**src/rtl/dac_interp_if.sv**
```systemverilog
`default_nettype none
// dac_interp_if: sample-stream handshake into dac_interp (rev 1.0).
interface dac_interp_if;
  logic [15:0] s_data;
  logic        s_valid;
  logic        s_ready;

  modport master (output s_data, output s_valid, input s_ready);
  modport slave  (input s_data, input s_valid, output s_ready);
endinterface
`default_nettype wire

```
**src/rtl/dac_interp.sv**
```systemverilog
`default_nettype none
// dac_interp: upsamples a signed stream to offset-binary ticks for first_order_dac (rev 1.0).
// Macro DAC_INTERP_LINEAR_EN selects linear interpolation; otherwise zero-order hold.
module dac_interp #(
  parameter int unsigned CLK_DIV    = 10,
  parameter int unsigned RATIO_LOG2 = 4
) (
  input  wire          i_clk,
  input  wire          i_res,
  dac_interp_if.slave  s_bus,
  output logic [15:0]  o_func,
  output logic         o_ce,
  output logic         o_underrun
);

  localparam int unsigned c_DIV_W = (CLK_DIV > 1) ? $clog2(CLK_DIV) : 1;
  localparam logic [c_DIV_W-1:0]    c_DIV_LAST = c_DIV_W'(CLK_DIV - 1);
  localparam logic [RATIO_LOG2-1:0] c_K_LAST   = '1;

  typedef enum logic [0:0] {
    ST_EMPTY = 1'b0,
    ST_RUN   = 1'b1
  } state_t;

  state_t                  state_q, state_d;
  logic [c_DIV_W-1:0]      div_q, div_d;
  logic [RATIO_LOG2-1:0]   k_q, k_d;
  logic [15:0]             prev_q, prev_d;
  logic [15:0]             cur_q, cur_d;
  logic [15:0]             sbuf_q, sbuf_d;
  logic                    sbuf_full_q, sbuf_full_d;
  logic [15:0]             func_q, func_d;
  logic                    ce_q, ce_d;
  logic                    underrun_q, underrun_d;

  logic                    w_tick;
  logic                    w_xfer;
  logic [15:0]             w_y;

  assign w_tick = (div_q == c_DIV_LAST);
  assign w_xfer = s_bus.s_valid & ~sbuf_full_q;

`ifdef DAC_INTERP_LINEAR_EN
  localparam int unsigned c_PW = 17 + RATIO_LOG2;

  logic signed [16:0]     w_diff;
  logic signed [c_PW-1:0] w_base;
  logic signed [c_PW-1:0] w_prod;
  logic signed [c_PW-1:0] w_sum;
  logic [RATIO_LOG2:0]    w_unused_sum;

  assign w_diff = $signed({cur_q[15], cur_q}) - $signed({prev_q[15], prev_q});
  assign w_base = $signed({prev_q[15], prev_q, {RATIO_LOG2{1'b0}}});
  assign w_prod = $signed({{RATIO_LOG2{w_diff[16]}}, w_diff}) * $signed({17'd0, k_q});
  assign w_sum  = w_base + w_prod;
  // Taking bits above the fraction is an arithmetic shift, i.e. floor toward -inf.
  assign w_y          = w_sum[RATIO_LOG2 +: 16];
  assign w_unused_sum = {w_sum[c_PW-1], w_sum[RATIO_LOG2-1:0]};
`else
  logic [15:0] w_unused_prev;

  assign w_y           = cur_q;
  assign w_unused_prev = prev_q;
`endif

  always_comb begin
    state_d     = state_q;
    div_d       = w_tick ? '0 : div_q + c_DIV_W'(1);
    k_d         = k_q;
    prev_d      = prev_q;
    cur_d       = cur_q;
    sbuf_d      = sbuf_q;
    sbuf_full_d = sbuf_full_q;
    func_d      = func_q;
    ce_d        = 1'b0;
    underrun_d  = underrun_q;

    if (w_xfer) begin
      sbuf_d      = s_bus.s_data;
      sbuf_full_d = 1'b1;
    end

    case (state_q)
      ST_EMPTY: begin
        if (sbuf_full_q) begin
          prev_d      = sbuf_q;
          cur_d       = sbuf_q;
          sbuf_full_d = 1'b0;
          k_d         = '0;
          state_d     = ST_RUN;
        end
      end
      ST_RUN: begin
        if (w_tick) begin
          func_d = {~w_y[15], w_y[14:0]};
          ce_d   = 1'b1;
          if (k_q == c_K_LAST) begin
            k_d    = '0;
            prev_d = cur_q;
            if (sbuf_full_q) begin
              cur_d       = sbuf_q;
              sbuf_full_d = 1'b0;
            end else begin
              underrun_d = 1'b1;
            end
          end else begin
            k_d = k_q + RATIO_LOG2'(1);
          end
        end
      end
      default: state_d = ST_EMPTY;
    endcase
  end

  always_ff @(posedge i_clk or negedge i_res) begin
    if (!i_res) begin
      state_q     <= ST_EMPTY;
      div_q       <= '0;
      k_q         <= '0;
      prev_q      <= '0;
      cur_q       <= '0;
      sbuf_q      <= '0;
      sbuf_full_q <= 1'b0;
      func_q      <= 16'h8000;
      ce_q        <= 1'b0;
      underrun_q  <= 1'b0;
    end else begin
      state_q     <= state_d;
      div_q       <= div_d;
      k_q         <= k_d;
      prev_q      <= prev_d;
      cur_q       <= cur_d;
      sbuf_q      <= sbuf_d;
      sbuf_full_q <= sbuf_full_d;
      func_q      <= func_d;
      ce_q        <= ce_d;
      underrun_q  <= underrun_d;
    end
  end

  assign s_bus.s_ready = ~sbuf_full_q;
  assign o_func        = func_q;
  assign o_ce          = ce_q;
  assign o_underrun    = underrun_q;

endmodule
`default_nettype wire

```
**src/flat_wrapper.sv**
```systemverilog
// flat-port wrapper written by rule: the top's interface ports become plain ports
module dac_interp_flat 
#(
  parameter int unsigned CLK_DIV    = 10,
  parameter int unsigned RATIO_LOG2 = 4
)
  (i_clk, i_res, o_func, o_ce, o_underrun, s_bus_s_data, s_bus_s_valid, s_bus_s_ready);
  dac_interp_if s_bus_i ();
  input  wire i_clk;
  input  wire i_res;
  output logic [15:0] o_func;
  output logic o_ce;
  output logic o_underrun;
  input wire logic [$bits(s_bus_i.s_data)-1:0] s_bus_s_data;
  input wire logic [$bits(s_bus_i.s_valid)-1:0] s_bus_s_valid;
  output wire logic [$bits(s_bus_i.s_ready)-1:0] s_bus_s_ready;
  assign s_bus_i.s_data = s_bus_s_data;
  assign s_bus_i.s_valid = s_bus_s_valid;
  assign s_bus_s_ready = s_bus_i.s_ready;
  dac_interp #(.CLK_DIV(CLK_DIV), .RATIO_LOG2(RATIO_LOG2)) u_core (.i_clk(i_clk), .i_res(i_res), .s_bus(s_bus_i), .o_func(o_func), .o_ce(o_ce), .o_underrun(o_underrun));
endmodule
```
**config.mk**
```make
export PLATFORM = sky130hd
export DESIGN_NAME = dac_interp_flat
export DESIGN_NICKNAME = d
export VERILOG_FILES = /design/src/rtl/dac_interp_if.sv /design/src/rtl/dac_interp.sv /design/src/flat_wrapper.sv
export SDC_FILE = /design/constraint.sdc
export NUM_CORES = 1
export LEC_CHECK = 0
export ABC_AREA = 0
export CELL_PAD_IN_SITES_DETAIL_PLACEMENT = 0
export CELL_PAD_IN_SITES_GLOBAL_PLACEMENT = 2
export CORE_AREA = 3 3 89 91
export DETAILED_ROUTE_END_ITERATION = 8
export DIE_AREA = 0 0 92 94
export PLACE_DENSITY = 0.84
export SETUP_SLACK_MARGIN = 0.02
export SLEW_MARGIN = 40
export SYNTH_ARGS = -nofsm -noshare
export SYNTH_HDL_FRONTEND = slang
export SYNTH_SLANG_ARGS = --single-unit
```
**constraint.sdc**
```tcl
create_clock -name i_clk -period 1.65 [get_ports i_clk]
set_input_delay 0.33 -clock i_clk [delete_from_list [all_inputs] [get_ports i_clk]]
set_output_delay 0.33 -clock i_clk [all_outputs]
set_load 0.02 [all_outputs]
```
# Word-level counts from Yosys, hierarchy flattened
# Cells that the tools add are included.
# word_totals
output_inout_bits	19
regBits	60
n_memories	0
romBits	0
inputBits	19
latchBits	0
elab_cells	42
mem_bits_rw	0
# classes
bitwise_logic	4
n_addsub	2
div	0
n_reduce_logical	4
n_mul	0
shift	0
magnitude_cmp	0
n_mux	18
n_eq_ne	5
# ops
operator	count
2-to-1 mux 16 bit	3
one-hot mux 16 bit (2 select lines)	1
2-to-1 mux 4 bit	4
adder 4 x 1 -> 4 bit (second input constant)	2
== test 4 bit (second input constant)	2
2-to-1 mux 1 bit	8
one-hot mux 4 bit (2 select lines)	1
AND reduction 2 bit	3
inequality test 2 bit (second input constant)	2
AND reduction 4 bit	1
inverter 1 bit	3
inequality test 2 x 1 -> 1 bit (second input constant)	1
one-hot mux 1 bit (2 select lines)	1
bitwise AND 1 bit	1

# Logic depth before layout (Yosys ltp)
# Gate-level depths: netlist of the first run.
# logic_depth
word_depth	7
depth_mapped	5
mapped_depth_nobuf	4

# Least setup slack after synthesis of the first run
# Ideal clock, no wire load.
# synth_path
path_type	register -> register
start	register u_core.div_q[2]
end	register u_core.cur_q[10]
synth_period_minus_slack_ns	1.578
arrival_ns	1.453
setup_ns	0.125
required_time_ns	1.525
path_buffers	2
path_stages_with_launch	6
setup_slack_ns	0.072
cell_sequence	dfrtp_1 nand4bb_1 buf_6 o22ai_4 buf_12 mux2_4
# synth_via
elab_chain_len	3
# synth_lines
item	line_no	text
start, declared	dac_interp.sv:26	logic [c_DIV_W-1:0] div_q, div_d;
start signal, assigned	dac_interp.sv:129	div_q <= div_d;
== test 4 bit	dac_interp.sv:40	assign w_tick = (div_q == c_DIV_LAST);
inequality test 2 bit (no source line)	-	
AND reduction 2 bit (no source line)	-	
end signal, assigned	dac_interp.sv:132	cur_q <= cur_d;
end, declared	dac_interp.sv:29	logic [15:0] cur_q, cur_d;
# No other way between the ends.
# A chain may end at the register's enable or synchronous reset.

# Worst setup path after layout of the first run
# layout_path
start	register u_core.k_q[1]
end	register u_core.cur_q[15]
# layout_via
elab_chain_len	3
# layout_lines
item	line_no	text
start, declared	dac_interp.sv:27	logic [RATIO_LOG2-1:0] k_q, k_d;
start signal, assigned	dac_interp.sv:130	k_q <= k_d;
== test 4 bit	dac_interp.sv:97	if (k_q == c_K_LAST) begin
inequality test 2 bit (no source line)	-	
AND reduction 2 bit (no source line)	-	
# No other way between the ends.

==> results.yml, run 1 <==
routing:
  remaining_drc_errors: 0
  wl_cell_um: 14.3
  antenna_violating_nets_post_route: 0
  routed-via-count: 1419
  drt_first_pass_iters: 4
  detailed_route_wire_length_um: 4510
  drt-vias-per-instance: 4.49
  drt_iter0_drc: 54
floorplanning:
  initial_core_util: 0.339
  die_area_um2: 8650
  core_um2: 7210
  die-width_um: 92
  boundaryPins: 38
  die-height_um: 94
  std_cell_rows: 31
timing:
  final_max_tran_viols: 0
  timing.hold.ws_ns: 0.455
  min_period_over_period: 0.951
  clock.fmax_mhz: 637
  worst-slew-pin-transition_ns: 0.326
  report.final.hold_viol_count: 0
  fin_skew_ns: 0.00657
  final_period_demand_of_the_worst_path_ns: 1.57
  setup-violations-final: 0
  rsz_0062_raised_after_global_routing: "yes"
  max_slew_margin: 0.783
  postLayoutSetupSlackWorst_ns: 0.0805
power:
  ir_drop_mv: 0.451
  leakage_dissipation_uw: 0.00152
  cellPowerDensity_nw_per_um2: 1040
cells_and_area:
  final_util: 0.443
  mostFrequentLayoutCells: "sky130_fd_sc_hd__dfrtp_1, sky130_fd_sc_hd__mux2_2, sky130_fd_sc_hd__clkdlybuf4s50_1, sky130_fd_sc_hd__dlygate4sd2_1, sky130_fd_sc_hd__mux2_4"
  syn_to_final_growth_pct: 30.5
  finish.cell_count_without_fillers: 316
  antennaDiodeCount: 0
  mostFrequentLayoutCell: "sky130_fd_sc_hd__dfrtp_1"
  nFillCells: 680
  design.final.nets: 234
  fraction_of_final_layout_cells_sized_beyond_drive_strength_1: 0.364
yosys:
  postSynthNetCount: 178
  post_synth.cell_area_avg_um2: 15.5
  postSynthCellCount: 158
  number_of_warnings_issued_by_yosys: 0
  post_synth_instance_area_um2: 2450
  ys_types: 34
  postSynthRegisterBits: 60
  synth_sequential_area_ratio: 0.614
placed_design:
  numPlacedInstances: 300
  io_buffers: 37
  place_congestion: 0.704
  dp_hpwl_um: 2970
  place_ws_ns: 0.0348
hold_path:
  min-delay-path-class: "reg -> reg"
  worst_hold_path.num_cells: 1
critical_path:
  critical_path_required_ns: 1.86
  worst_case_register_to_register_setup_slack_ns: 0.08
  worst_setup_path_end_kind: "flip-flop"
  critPathMaxFanout: 8
  slowest_stage_cell_cp: "sky130_fd_sc_hd__dfrtp_1"
  arrival_time_reported_for_the_critical_path_endpoint_ns: 1.78
  critical_path_class: "reg -> reg"
  ff2ff_path_depth: 5
  path_cells: "ha_1 > nand4_1 > o22ai_4 > buf_12 > mux2_2"
  worst_setup_path_start_kind: "flip-flop"
  worst_path_largest_cell_delay_ns: 0.39
global_routing:
  largest_net_degree_at_the_start_of_global_routing: 61
  number_of_antenna_violations_at_the_first_check_in_global_routing: 0
  grt_pass1_wl_um: 7490
  grt_remaining_overflow: 0
  first_global_vias: 1502
  groute.usage.overall: 0.117
cts:
  cts_tree: "done"
  max_buffers_root_to_sink: 2
  cts-buffers-inserted: 9
  tritoncts_num_sinks: 60
  clk_pin_slew_ns: 0.06
  htree_levels: 3
  clockRootBuffer: "sky130_fd_sc_hd__clkbuf_8"
  clock_latency_ns: 0.33
job:
  drv_cap: 0
run_status:
  run_status: "complete, no violations"
[cells by family after synthesis]
family / count (synthesis) / share of synthesized area
AO/OA/AOI/OAI: 17 / 0.0506
XOR/XNOR: 1 / 0.00358
adder cells (fa/ha/maj): 1 / 0.00511
buffers and inverters: 14 / 0.0394
flip-flops: 60 / 0.614
multiplexers: 50 / 0.244
AND/OR/NAND/NOR: 15 / 0.0429
[metrics by stage]
stage	cell area [um2]	TNS, ns	power [uW]
floorplan	2450	0	1990
global placement	3010	0	2150
detailed placement	3010	0	2170
CTS	3180	0	3390
global route	3190	-0.0369	3500
finish	3190	0	3330
[cell usage after synthesis]
| library cell | n | area share |
|---|---|---|
| sky130_fd_sc_hd__dfrtp_1 | 59 | 0.60 |
| sky130_fd_sc_hd__mux2_2 | 38 | 0.17 |
| sky130_fd_sc_hd__mux2_4 | 10 | 0.061 |
| sky130_fd_sc_hd__inv_1 | 8 | 0.012 |
| sky130_fd_sc_hd__nand2_1 | 5 | 0.0077 |
| sky130_fd_sc_hd__o21ai_0 | 5 | 0.010 |
| sky130_fd_sc_hd__a21oi_1 | 3 | 0.0061 |
| sky130_fd_sc_hd__buf_2 | 2 | 0.0041 |
| sky130_fd_sc_hd__buf_6 | 2 | 0.0092 |
| sky130_fd_sc_hd__mux2i_1 | 2 | 0.0082 |
| sky130_fd_sc_hd__a211o_1 | 1 | 0.0036 |
| sky130_fd_sc_hd__a211oi_1 | 1 | 0.0031 |
| sky130_fd_sc_hd__a22o_1 | 1 | 0.0036 |
| sky130_fd_sc_hd__a31oi_1 | 1 | 0.0026 |
| sky130_fd_sc_hd__a32oi_1 | 1 | 0.0036 |
| sky130_fd_sc_hd__and4_1 | 1 | 0.0036 |
| sky130_fd_sc_hd__and4b_1 | 1 | 0.0041 |
| sky130_fd_sc_hd__and4bb_4 | 1 | 0.0066 |
| sky130_fd_sc_hd__buf_12 | 1 | 0.0082 |
| sky130_fd_sc_hd__clkbuf_8 | 1 | 0.0056 |
| sky130_fd_sc_hd__dfstp_2 | 1 | 0.011 |
| sky130_fd_sc_hd__ha_1 | 1 | 0.0051 |
| sky130_fd_sc_hd__nand2_4 | 1 | 0.0046 |
| sky130_fd_sc_hd__nand3_1 | 1 | 0.0020 |
| sky130_fd_sc_hd__nand3b_1 | 1 | 0.0031 |
| sky130_fd_sc_hd__nand4_1 | 1 | 0.0026 |
| sky130_fd_sc_hd__nand4bb_1 | 1 | 0.0046 |
| sky130_fd_sc_hd__nor2_1 | 1 | 0.0015 |
| sky130_fd_sc_hd__nor2b_1 | 1 | 0.0026 |
| sky130_fd_sc_hd__o21bai_1 | 1 | 0.0031 |
| sky130_fd_sc_hd__o22ai_4 | 1 | 0.0082 |
| sky130_fd_sc_hd__o311ai_0 | 1 | 0.0036 |
| sky130_fd_sc_hd__o31ai_1 | 1 | 0.0031 |
| sky130_fd_sc_hd__xnor2_1 | 1 | 0.0036 |
[final timing paths]
path                             startpoint                 to
max                           u_core.k_q[1]   u_core.cur_q[15]
min                        u_core.cur_q[15]  u_core.o_func[15]
max reg2reg                   u_core.k_q[1]   u_core.cur_q[15]
min reg2reg                u_core.cur_q[15]  u_core.o_func[15]
max in group asynchronous             i_res  u_core.o_func[15]
min in group asynchronous             i_res   u_core.o_func[1]
[worst max-delay path, delay by kind of cell (launching register included)]
family | cells | cell delay, ns
AOI/OAI and AO/OA | 1 | 0.23
DFF | 1 | 0.39
buffers and inverters | 1 | 0.17
muxes | 1 | 0.34
adders and majority gates | 1 | 0.18
and+or+nand+nor | 1 | 0.14
[layout make-up]
class	instances	area, um2	share of cell area
Multi-Input combinational cell	84	851	0.266
Clock inverter	3	40.0	0.0125
Tap cell	99	124	0.0388
Timing Repair Buffer	51	515	0.161
Clock buffer	11	131	0.0411
Sequential cell	60	1500	0.470
Inverter	8	30.0	0.00940
[registers in the layout (all words and copies together) (netlist names)]
name,count
u_core.cur_q,16
u_core.div_q,4
u_core.k_q,4
u_core.o_ce,1
u_core.o_func,16
u_core.o_underrun,1
u_core.sbuf_full_q,1
u_core.sbuf_q,16
u_core.state_q,1
[where the power goes]
part           leakage (uW)  internal, uW  switching [uW]  total [uW]
logic              0.000689           228             130         358
registers          0.000742          1670            99.4        1770
clock network     0.0000890           676             525        1200
[metal layers]
metal | part of all wire | global-route usage
met5 | 0 | 0
met4 | 0.024 | 0.0891
met3 | 0.043 | 0.0313
met2 | 0.45 | 0.170
met1 | 0.48 | 0.147
[what timing repair did]
action | in CTS | in global routing
endpoints found under the setup margin | 14 | 10
gates resized for setup | 14 | 4
cloned | 0 | 0
pin swaps | 0 | 1
hold buffers | 1 | 0
setup buffers | 0 | 1
endpoints found under the hold margin | 20 | 0
No activity file was read; power rests on OpenSTA's default activity.
==> run 2, diff against run 1 <==
--- a/config.mk
+++ b/config.mk
@@ -8,10 +8,11 @@
 export ABC_AREA = 0
 export CELL_PAD_IN_SITES_DETAIL_PLACEMENT = 0
 export CELL_PAD_IN_SITES_GLOBAL_PLACEMENT = 2
-export CORE_AREA = 3 3 89 91
+export CORE_AREA = 3 3 83 85
 export DETAILED_ROUTE_END_ITERATION = 8
-export DIE_AREA = 0 0 92 94
-export PLACE_DENSITY = 0.84
+export DIE_AREA = 0 0 86 88
+export DONT_BUFFER_PORTS = 1
+export PLACE_DENSITY = 0.82
 export SETUP_SLACK_MARGIN = 0.02
 export SLEW_MARGIN = 40
 export SYNTH_ARGS = -nofsm -noshare
==> results.yml, run 2 (synthesized netlist as in run 1, its figures left out) <==
global_routing:
  first_global_vias: 1398
  grt_remaining_overflow: 0
  groute.usage.overall: 0.126
  largest_net_degree_at_the_start_of_global_routing: 61
  grt_pass1_wl_um: 7150
  number_of_antenna_violations_at_the_first_check_in_global_routing: 0
critical_path:
  worst_setup_path_end_kind: "flip-flop"
  slowest_stage_cell_cp: "sky130_fd_sc_hd__dfrtp_1"
  worstPathBufferInverterCount: 1
  regToRegStartpoint: "u_core.div_q[2]"
  arrival_time_reported_for_the_critical_path_endpoint_ns: 1.77
  critical_path_cell_count: 4
  worst_case_register_to_register_setup_slack_ns: 0.09
  critical_path_class: "reg -> reg"
  ff2ff_path_depth: 4
  critPathMaxFanout: 7
  critical_path_required_ns: 1.86
  rr_endpoint: "u_core.cur_q[0]"
  worst_setup_path_start_kind: "flip-flop"
  worst_path_largest_cell_delay_ns: 0.44
  path_cells: "nand4bb_1 > o22ai_4 > buf_6 > mux2_2"
  dominant_delay_contributor_by_cell_family_on_the_critical_path: "flip-flops"
cells_and_area:
  multi_input_comb_area_um2: 851
  design.final.nets: 192
  fraction_of_final_layout_cells_sized_beyond_drive_strength_1: 0.429
  antennaDiodeCount: 0
  mostFrequentLayoutCell: "sky130_fd_sc_hd__dfrtp_1"
  syn_to_final_growth_pct: 11.9
  nFillCells: 569
  register_area_um2: 1500
  mostFrequentLayoutCells: "sky130_fd_sc_hd__dfrtp_1, sky130_fd_sc_hd__mux2_2, sky130_fd_sc_hd__clkbuf_8, sky130_fd_sc_hd__mux2_4, sky130_fd_sc_hd__inv_1"
  final_cell_area_um2: 2740
placed_design:
  dpl_cell_area_um2: 2540
  io_buffers: 0
  place_congestion: 0.682
  dp_hpwl_um: 2980
job:
  drv_cap: 0
timing:
  rsz_0062_raised_after_global_routing: "no"
  fin_skew_ns: 0.00684
  clock.fmax_mhz: 641
  max_slew_margin: 0.803
  min_period_over_period: 0.946
  final_period_demand_of_the_worst_path_ns: 1.56
  setup-violations-final: 0
  report.final.hold_viol_count: 60
  timing.hold.ws_ns: -0.308
  totalNegativeSetupSlack_ns: 0
  worst-slew-pin-transition_ns: 0.291
  final_max_tran_viols: 0
hold_path:
  min-delay-path-class: "in -> async"
routing:
  remaining_drc_errors: 0
  wl_cell_um: 17.1
  detailed_route_wire_length_um: 4330
  drt-vias-per-instance: 5.15
  drt_first_pass_iters: 4
  antenna_violating_nets_post_route: 0
  routed-via-count: 1308
  drt_iter0_drc: 72
floorplanning:
  std_cell_rows: 29
  initial_core_util: 0.390
  boundaryPins: 38
  die-width_um: 86
  core_um2: 6280
  die_area_um2: 7570
  die-height_um: 88
run_status:
  run_status: "finished with violations"
  failing_checks: "negative hold slack"
cts:
  max_buffers_root_to_sink: 2
  cts-buffers-inserted: 9
  cts_tree: "done"
  clock_latency_ns: 0.33
  clk_pin_slew_ns: 0.06
  tritoncts_num_sinks: 60
  clockRootBuffer: "sky130_fd_sc_hd__clkbuf_8"
  htree_levels: 3
power:
  leakage_dissipation_uw: 0.00125
  ir_drop_mv: 0.732
  cellPowerDensity_nw_per_um2: 1170
-- run 2: metrics by stage --
stage          worst slack (ns)  instances  utilization  power [uW]
5_1_grt                  0.0310        254        0.436        3380
6_report                 0.0897        254        0.436        3210
3_3_place_gp             0.0884        237        0.405        2030
4_1_cts                  0.0386        253        0.434        3270
2_1_floorplan            0.0721        158            -        1990
3_5_place_dp             0.0606        237        0.405        2070
-- run 2: timing repair --
item | in CTS | in global routing
buffers inserted | 0 | 1
endpoints found under the hold margin | 60 | 60
gates resized for setup | 0 | 3
setup endpoints to repair | 0 | 16
-- run 2: layer usage --
metal  track usage  vias to the layer above  part of all wire
li1              -                      593                 -
met1         0.143                      679              0.41
met2         0.202                       27              0.51
met3        0.0687                        9             0.069
met4        0.0460                        0             0.015
met5             0                        -                 0
-- run 2: worst max path at each step --
stage,endpoint,from
finish,u_core.cur_q[0],u_core.div_q[2]
global route,u_core.cur_q[4],u_core.k_q[0]
CTS,u_core.cur_q[11],u_core.k_q[0]
detailed placement,u_core.cur_q[11],u_core.k_q[0]
global placement,u_core.cur_q[7],u_core.k_q[0]
floorplan,u_core.cur_q[10],u_core.div_q[2]
-- run 2: power breakdown --
part           switching, uW  leakage (uW)  internal [uW]
sequential               141      0.000740           1670
combinational           64.0      0.000413            160
clock                    512     0.0000937            668
-- run 2: layout make-up --
class                   count  area share
clock buffers              15      0.0644
clock inverters             1     0.00183
inverters                   8      0.0110
multi-input cells          84       0.311
flip-flops and latches     60       0.549
well taps                  77      0.0352
repair buffers              9      0.0274
==> run 3, diff against run 2 <==
--- a/config.mk
+++ b/config.mk
@@ -14,7 +14,7 @@
 export DONT_BUFFER_PORTS = 1
 export PLACE_DENSITY = 0.82
 export SETUP_SLACK_MARGIN = 0.02
-export SLEW_MARGIN = 40
+export SLEW_MARGIN = 30
 export SYNTH_ARGS = -nofsm -noshare
 export SYNTH_HDL_FRONTEND = slang
 export SYNTH_SLANG_ARGS = --single-unit
==> results of run 3 <==
No change in the layout: final DEF, timing and power equal those of run 2.
